`config.mk`:
```
export PLATFORM = sky130hd
export DESIGN_NAME = store_coalesce_unit
export DESIGN_NICKNAME = d
export VERILOG_FILES = /design/src/rtl/store_coalesce_unit.sv
export SDC_FILE = /design/constraint.sdc
export NUM_CORES = 1
export LEC_CHECK = 0
export ABC_AREA = 1
export BUFFER_PORTS_ARGS = -buffer_cell sky130_fd_sc_hd__buf_4
export CAP_MARGIN = 25
export CORE_ASPECT_RATIO = 0.9
export CORE_MARGIN = 2
export CORE_UTILIZATION = 44
export CTS_CLUSTER_SIZE = 8
export DETAILED_ROUTE_END_ITERATION = 10
export HOLD_SLACK_MARGIN = 0.05
export PLACE_DENSITY = 0.8
export RECOVER_POWER = 25
export SYNTH_ARGS = -nofsm -noshare
export SYNTH_HDL_FRONTEND = slang
export SYNTH_SLANG_ARGS = --single-unit
```
`constraint.sdc`:
```
create_clock -name clk_i -period 1.77 [get_ports clk_i]
set_clock_uncertainty 0.05 [all_clocks]
set_input_delay 0.354 -clock clk_i [delete_from_list [all_inputs] [get_ports clk_i]]
set_output_delay 0.354 -clock clk_i [all_outputs]
set_load 0.02 [all_outputs]
```
`src/rtl/store_coalesce_unit.sv`:
```
// store_coalesce_unit: merges stores to the same doubleword into one D$ write
module store_coalesce_unit #(
  parameter int PLEN    = 56,
  parameter int DATA_W  = 64,
  parameter int TIMEOUT = 8
)(
  input  logic              clk_i,
  input  logic              rst_i,
  input  logic              in_req_i,
  output logic              in_gnt_o,
  input  logic [PLEN-1:0]   in_addr_i,
  input  logic [DATA_W-1:0] in_data_i,
  input  logic [7:0]        in_be_i,
  output logic              out_req_o,
  input  logic              out_gnt_i,
  output logic [PLEN-1:0]   out_addr_o,
  output logic [DATA_W-1:0] out_data_o,
  output logic [7:0]        out_be_o,
  input  logic              drain_i,
  output logic              empty_o,
  input  logic [11:0]       page_offset_i,
  output logic              page_offset_matches_o
);
  localparam int CW = $clog2(TIMEOUT) + 1;
  typedef enum logic [1:0] {IDLE, HOLD, ISSUE} state_e;
  state_e            state_q, state_d;
  logic [PLEN-4:0]   addr_q, addr_d, in_word;
  logic [DATA_W-1:0] data_q, data_d, be_mask, merged_data;
  logic [7:0]        be_q, be_d, merged_be;
  logic [CW-1:0]     cnt_q, cnt_d;
  logic              same_word, load, merge, granted, hold_exit, unused_ok;
  genvar i;
  for (i = 0; i < DATA_W / 8; i++) begin : g_mask
    assign be_mask[i*8 +: 8] = {8{in_be_i[i]}};
  end
  assign in_word     = in_addr_i[PLEN-1:3];
  assign same_word   = in_word == addr_q;
  assign merged_data = (data_q & ~be_mask) | (in_data_i & be_mask);
  assign merged_be   = be_q | in_be_i;
  assign unused_ok   = ^{in_addr_i[2:0], page_offset_i[2:0]};
  assign out_addr_o  = {addr_q, 3'b000};
  assign out_data_o  = data_q;
  assign out_be_o    = be_q;
  // next-state, entry update and handshake outputs
  always_comb begin
    granted   = state_q == ISSUE && out_gnt_i;
    load      = in_req_i && (state_q == IDLE || granted);
    merge     = in_req_i && state_q == HOLD && same_word;
    hold_exit = in_req_i ? (!same_word || &merged_be || drain_i) : (drain_i || cnt_q == CW'(TIMEOUT - 1));
    addr_d    = load ? in_word : addr_q;
    data_d    = load ? in_data_i : merge ? merged_data : data_q;
    be_d      = load ? in_be_i : merge ? merged_be : granted ? 8'h00 : be_q;
    cnt_d     = (load || merge) ? '0 : state_q == HOLD ? cnt_q + 1'b1 : cnt_q;
    state_d   = load ? (&in_be_i ? ISSUE : HOLD) : granted ? IDLE : (state_q == HOLD && hold_exit) ? ISSUE : state_q;
    in_gnt_o  = !rst_i && (state_q == IDLE || merge || granted);
    out_req_o = !rst_i && state_q == ISSUE;
    empty_o   = rst_i || (state_q == IDLE && !in_req_i);
    page_offset_matches_o = !rst_i && ((state_q != IDLE && page_offset_i[11:3] == addr_q[8:0]) || (in_req_i && page_offset_i[11:3] == in_addr_i[11:3]));
  end
  // state and entry registers
  always_ff @(posedge clk_i) begin
    if (rst_i) begin
      state_q <= IDLE;
      addr_q  <= '0;
      data_q  <= '0;
      be_q    <= '0;
      cnt_q   <= '0;
    end else begin
      state_q <= state_d;
      addr_q  <= addr_d;
      data_q  <= data_d;
      be_q    <= be_d;
      cnt_q   <= cnt_d;
    end
  end
endmodule

```
# == After elaboration in Yosys (flattened, before gate mapping) ==
# Cells that the tools add are included.
# classes
n_eq_ne,6
n_reduce_logical,31
addsub,1
n_mux,10
n_bitwise,5
# op_table
cell,count
$and A64 B64 Y64,2
$mux W64,2
$not A64 Y64,1
$or A64 B64 Y64,1
$eq A53 B53 Y1,1
$mux W8,3
$eq A9 B9 Y1,2
$reduce_and A8 Y1,2
$logic_and A1 B1 Y1,11
$logic_or A1 B1 Y1,9
$mux W2,4
$or A8 B8 Y8,1
$reduce_bool A3 Y1,2
$add A4 B1 Y4 const B,1
$eq A4 B3 Y1 const B,1
$reduce_bool A2 Y1,2
$logic_not A1 Y1,3
$eq A2 B1 Y1 const B,1
$eq A2 B2 Y1 const B,1
$logic_not A2 Y1,1
$reduce_or A2 Y1,1
$mux W1,1
# word_totals
regBits,131
wordCells,58
out_inout_bits,132
inputBits,145

# == Depth between registers and ports, before layout ==
# Gate-level depths: netlist (run 1).
# depth
ltp_word,9
mapped_depth,14
ltp_nobuf,13

# == Least setup slack after synthesis (run 1) ==
# OpenSTA, ideal clock, no wires.
# synth_path
kind,reg2out
startpoint,reg addr_q[1]
endpoint,out in_gnt_o
t_arrival_ps,1615
slack_ps,-249
n_path_buf,0
path_stages_with_launch,11
required_ps,1366
cell_sequence,dfxtp_1 -> inv_1 -> nand2_1 -> nand2_1 -> nor2_1 -> nand2_1 -> nor2_1 -> nand2_1 -> nor2_4 -> nand3_4 -> a21oi_1
# synth_between
elab_chain_len,5
# synth_lines
item,line,source
"start, declared",27,"logic [PLEN-4:0] addr_q, addr_d, in_word;"
"start signal, assigned",70,addr_q <= addr_d;
$eq A53 B53 Y1,37,assign same_word = in_word == addr_q;
$logic_and A1 B1 Y1,48,merge = in_req_i && state_q == HOLD && same_word;
$logic_or A1 B1 Y1 (2 in series),55,in_gnt_o = !rst_i && (state_q == IDLE || merge || granted);
$logic_and A1 B1 Y1,55,
"end, declared",10,"output logic in_gnt_o,"
# No other way between the ends.

# == Final worst setup path (run 1) ==
# layout_path
startpoint,reg addr_q[34]
endpoint,out in_gnt_o
# The elaborated chain is that of the path after synthesis.

==> impl_metrics.yaml, run 1 <==
timing:
  finalHoldViolCount: 0
  timing.final.crit_period_ns: 2.25
  fin_crit_sh_pct: 127
  rsz0062_at_grt: "yes"
  fmax_mhz: 444
  drv_slew: 0
  fin_ws_ns: -0.483
  setup_violations: 73
finish:
  utilization_pct: 72.6
  n_fill_cell: 1172
  layout.nets: 1519
  fin_cells: 1583
  syn2layout_area_growth_pct: 62.7
  n_antenna_cell: 0
  drive_above_1_share_pct: 38.3
pwr:
  power_mw: 9.92
  p_leak_nw: 5.47
  ir_drop_mv: 0.684
  pwr_density_cell_nw_per_um2: 935
setup_path:
  cp_num_buf_inv: 1
  critical-path-top-delay-family: "simple AND/OR/NAND/NOR gates"
  worst-path-max-fanout: 3
  crit_path_end_kind: "primary output"
  start_kind: "register"
  slowest_delay_ns: 0.33
  cpMaxStageDelayCell: "dfxtp_2"
  crit_chain: "nor2_1 > nor2_1 > nor2_4 > nand2_2 > nor2_4 > nand2_2 > nor2_4 > nand3_4 > a21oi_4 > buf_6"
  critPathMostFrequentCell: "nor2_4"
  crit_type: "register to primary output"
  required_ns: 1.37
  arrival_ns: 1.85
detailed_routing:
  wl_mm: 21.7
  drc: 0
  drt_iter0_drc: 434
  ant_nets: 0
  avgViaCountPerCell: 4.85
  routedWlPerCell_um: 13.7
  vias: 7681
  first_pass_iters: 7
die:
  fp.dieW_um: 132
  initial_core_util_pct: 44.6
  dieArea_um2: 15800
  ioPinCount: 277
  coreArea_um2: 14600
  row_count: 42
  die-height_um: 119
clock_tree:
  clk_path_buf_depth: 2
  insertion_delay_ns: 0.42
  cts_made_buffers: 17
  cts_htree_levels: 4
  cts_tree: "done"
  cts.sinks: 131
  clockRootBuffer: "clkbuf_16"
  cts.reportedPaths.clkPinSlew_ns: 0.06
run:
  maxCapViolations: 0
synth:
  synth-seq-cells: 131
  syn_area_per_cell_um2: 6.41
  ys_seq_area_share_pct: 40.2
  synth_cell_types: 33
  yosysWarningCount: 0
  synth_cells: 1016
  netlist_area_um2: 6520
global_routing:
  grt_util_all_layers_pct: 26.2
  grt_max_degree: 62
  grt_pass1_vias: 7203
  antenna_found_initial: 0
  gr-total-overflow: 0
  grt_first_pass_wirelength_mm: 33.8
placed_design:
  dp.final_hpwl_mm: 14.6
  post-place-cells: 1539
  io_buffers: 267
  gp_congestion: 0.820
outcome:
  violations: "negative setup slack"
  outcome: "complete, but fails checks"
worst_hold_path:
  hold_path.class: "input port to register"
worst register-to-register path: cells and delay by family, from the launching register on:
family / cells / cell delay, ns
flops: 1 / 0.33
buf+inv: 6 / 0.66
simple gates: 11 / 1.06
final cells by class:
class,instances,area [µm²],area share (%)
inverters,151,571,5.38
multi-input cells,700,3630,34.3
repair buffers,372,2810,26.5
clock buffers,24,534,5.04
clock inverters,7,90.1,0.850
well taps,198,248,2.34
flip-flops and latches,131,2720,25.6
cells in the final DEF (no fill, tap or decap), drive strengths merged:
| cell type | n |
|---|---|
| buf | 326 |
| inv | 151 |
| nor2 | 242 |
| conb | 3 |
| o21ai | 57 |
| or2 | 8 |
| ha | 1 |
| a31oi | 1 |
| xnor2 | 7 |
| clkinv | 5 |
| bufinv | 2 |
| o22a | 1 |
| nand4 | 16 |
| xor2 | 13 |
| a41o | 1 |
| nand2 | 223 |
| a221oi | 2 |
| clkbuf | 70 |
| a21oi | 45 |
| nor3 | 2 |
| o22ai | 7 |
| nand3 | 69 |
| nand3b | 1 |
| dfxtp | 131 |
| a211oi | 1 |
stage by stage:
stage               hold WS [ns]  TNS, ns  cell area (µm²)  setup slack [ns]
global placement           0.417   -16.89             9490            -0.268
CTS                       0.0935   -16.91            10300            -0.565
finish                    0.0995   -24.40            10600            -0.483
floorplan                  0.373   -0.386             6630           -0.0272
detailed placement         0.421   -20.89             9490            -0.333
global route              0.0907   -35.47            10600            -0.602
worst paths after layout:
path | endpoint | startpoint | slack, ns | depth (start not counted)
setup reg to reg | register | addr_q[34] | -0.39 | 17
hold reg to reg | out_be_o[0] | out_be_o[0] | 0.44 | 2
setup / recovery | in_gnt_o | addr_q[34] | -0.48 | 10
hold / removal | register | in_data_i[60] | 0.1 | 3
synth_stat cells (all sizes together):
| library cell | instances | area, µm² |
|---|---|---|
| nand2 | 222 | 880 |
| nand4 | 16 | 100 |
| xnor2 | 7 | 61.3 |
| a31oi | 1 | 12.5 |
| clkbuf | 28 | 105 |
| o22ai | 7 | 43.8 |
| a41o | 1 | 10.0 |
| a211oi | 1 | 7.51 |
| inv | 151 | 567 |
| o21ai | 57 | 285 |
| or2 | 8 | 50.1 |
| o22a | 1 | 8.76 |
| ha | 1 | 12.5 |
| nand3b | 1 | 7.51 |
| nor2 | 242 | 953 |
| nor3 | 2 | 10.0 |
| conb | 1 | 3.75 |
| a221oi | 2 | 17.5 |
| buf | 9 | 62.6 |
| xor2 | 13 | 114 |
| dfxtp | 131 | 2620 |
| nand3 | 69 | 358 |
| a21oi | 45 | 225 |
cells by family (layout without fill, tap and decap cells):
kind of cell    after synthesis  after routing  synth area share (%)
compound gates              115            115                  9.37
flops                       131            131                  40.2
buf+inv                     188            554                  11.3
other cells                   1              3                0.0575
simple gates                560            561                  36.2
xor+xnor                     20             20                  2.69
fa+ha+maj                     1              1                 0.192
power by group:
group | total [mW] | internal, mW | leakage, nW | switching (mW)
sequential | 3.48 | 3.27 | 1.11 | 0.204
clock | 3.70 | 2.38 | 0.313 | 1.32
combinational | 2.74 | 1.20 | 4.05 | 1.54
timing repair:
action	4_1_cts	5_1_grt
hold buffers	0	0
setup buffers	3	11
cloned	1	1
pin swaps	16	26
setup endpoints to repair	77	84
resized for setup	35	91
routing by layer:
layer	vias up	GRT usage (%)	routed length, µm
met5	-	0	0
met4	0	10.0	578
met3	47	8.13	1480
met2	267	44.0	10800
met1	3521	31.6	8840
li1	3846	-	-
Power figures use the tool's default switching activity.
==> run 2: changes to the inputs <==
SETUP_SLACK_MARGIN = 0.1   (was unset)
==> impl_metrics.yaml, run 2 (synthesized netlist as in run 1, its figures left out) <==
detailed_routing:
  drc: 0
  wl_mm: 22.8
  vias: 7724
  first_pass_iters: 5
  ant_nets: 0
  avgViaCountPerCell: 4.82
  routedWlPerCell_um: 14.2
  drt_iter0_drc: 419
timing:
  fin_tns_setup_ns: -20.48
  timing.final.crit_period_ns: 2.31
  fmax_mhz: 433
  fin_crit_sh_pct: 131
  setup_violations: 76
  finalHoldViolCount: 0
  drv_slew: 0
  fin_ws_ns: -0.541
  rsz0062_at_grt: "yes"
clock_tree:
  postCtsHoldBufs: 0
  cts_made_buffers: 17
  insertion_delay_ns: 0.42
  clk_path_buf_depth: 2
  clockRootBuffer: "clkbuf_16"
  cts_htree_levels: 4
  cts.reportedPaths.clkPinSlew_ns: 0.06
  cts_tree: "done"
  cts.sinks: 131
placed_design:
  gp_congestion: 0.832
  dp.final_hpwl_mm: 14.9
  post-place-cells: 1548
  io_buffers: 267
  dpl_cell_area_um2: 9550
finish:
  final_area_um2: 10800
  drive_above_1_share_pct: 38.5
  utilization_pct: 73.9
  n_antenna_cell: 0
  final_cell_mix: "310 x buf_4, 204 x nand2_1, 181 x nor2_1"
  fin_cells: 1604
  mostFrequentLayoutCell: "buf_4"
  syn2layout_area_growth_pct: 65.7
  n_fill_cell: 1160
  layout.nets: 1539
outcome:
  violations: "negative setup slack"
  outcome: "complete, but fails checks"
die:
  die-height_um: 119
  row_count: 42
  dieArea_um2: 15800
  fp.dieW_um: 132
  initial_core_util_pct: 44.6
  coreArea_um2: 14600
  ioPinCount: 277
setup_path:
  cpMaxStageDelayCell: "dfxtp_2"
  r2r_start: "addr_q[2]"
  reg2reg_slack_ns: -0.34
  slowest_delay_ns: 0.33
  crit_type: "register to primary output"
  arrival_ns: 1.91
  start_kind: "register"
  crit_path_end_kind: "primary output"
  crit_chain: "xor2_2 > nor2_2 > nand2_2 > nor2_2 > nand2_2 > nor2_4 > nand3_4 > a21oi_4 > buf_6"
  worst-path-max-fanout: 2
  required_ns: 1.37
  worst-r2r-cell-count: 14
global_routing:
  grt_first_pass_wirelength_mm: 34.3
  grt_pass1_vias: 7217
  antenna_found_initial: 0
  gr-total-overflow: 0
  grt_util_all_layers_pct: 26.7
  grt_max_degree: 54
worst_hold_path:
  min-delay-start: "in_data_i[12]"
  hold_path.class: "input port to register"
  hold_depth: 3
pwr:
  ir_drop_mv: 0.660
  power_mw: 9.84
  pwr_density_cell_nw_per_um2: 911
  p_leak_nw: 5.45
run:
  maxCapViolations: 0
-- run 2: changes by cell type in the layout (fill, tap and decap cells not counted), sizes merged --
| cell | previous run | this run |
|---|---|---|
| buf | 326 | 344 |
| clkinvlp | 0 | 3 |
| clkinv | 5 | 7 |
| bufinv | 2 | 1 |
| clkbuf | 70 | 69 |
-- run 2: power breakdown --
group          total [mW]  switching (mW)  leakage [nW]  internal, mW
Combinational        2.89            1.60          4.06          1.29
Clock                3.47            1.34         0.287          2.12
Sequential           3.48           0.203          1.11          3.27
-- run 2: area by class of cell --
| cell class | count | area (µm²) | share of cell area, % |
|---|---|---|---|
| Timing Repair Buffer | 392 | 3060 | 28.3 |
| Clock inverter | 11 | 100 | 0.927 |
| Multi-Input combinational cell | 700 | 3620 | 33.5 |
| Sequential cell | 131 | 2720 | 25.1 |
| Clock buffer | 21 | 492 | 4.55 |
| Tap cell | 198 | 248 | 2.29 |
| Inverter | 151 | 568 | 5.26 |
-- run 2: repair_timing --
action,in CTS,in global routing
setup endpoints to repair,78,105
resized for setup,28,114
pin swaps,5,24
gates cloned,2,3
setup buffers,2,17
-- run 2: worst max path at each step --
stage,to,cells past startpoint,start
floorplan,register,12,addr_q[8]
global placement,register,12,in_addr_i[5]
detailed placement,register,12,in_addr_i[5]
CTS,in_gnt_o,11,addr_q[1]
global route,in_gnt_o,11,addr_q[44]
finish,in_gnt_o,9,addr_q[2]
-- run 2: through the flow --
step                hold WS, ns  setup WS (ns)
finish                    0.101         -0.541
global route             0.0964         -0.639
CTS                      0.0937         -0.574
detailed placement        0.425         -0.347
global placement          0.419         -0.298
floorplan                 0.373        -0.0272
-- run 2: critical path: cells and delay by family (launching register included) --
| family | cells | cell delay (ns) |
|---|---|---|
| simple gates | 6 | 0.69 |
| flops | 1 | 0.33 |
| compound gates | 1 | 0.17 |
| xor+xnor | 1 | 0.15 |
| buf+inv | 1 | 0.14 |
-- run 2: layer usage --
layer | global-route usage, % | wire length (µm) | vias up
met1 | 32.1 | 9490 | 3497
met3 | 7.41 | 1450 | 54
met2 | 44.8 | 11200 | 279
met5 | 0 | 0 | -
li1 | - | - | 3894
met4 | 11.8 | 670 | 0
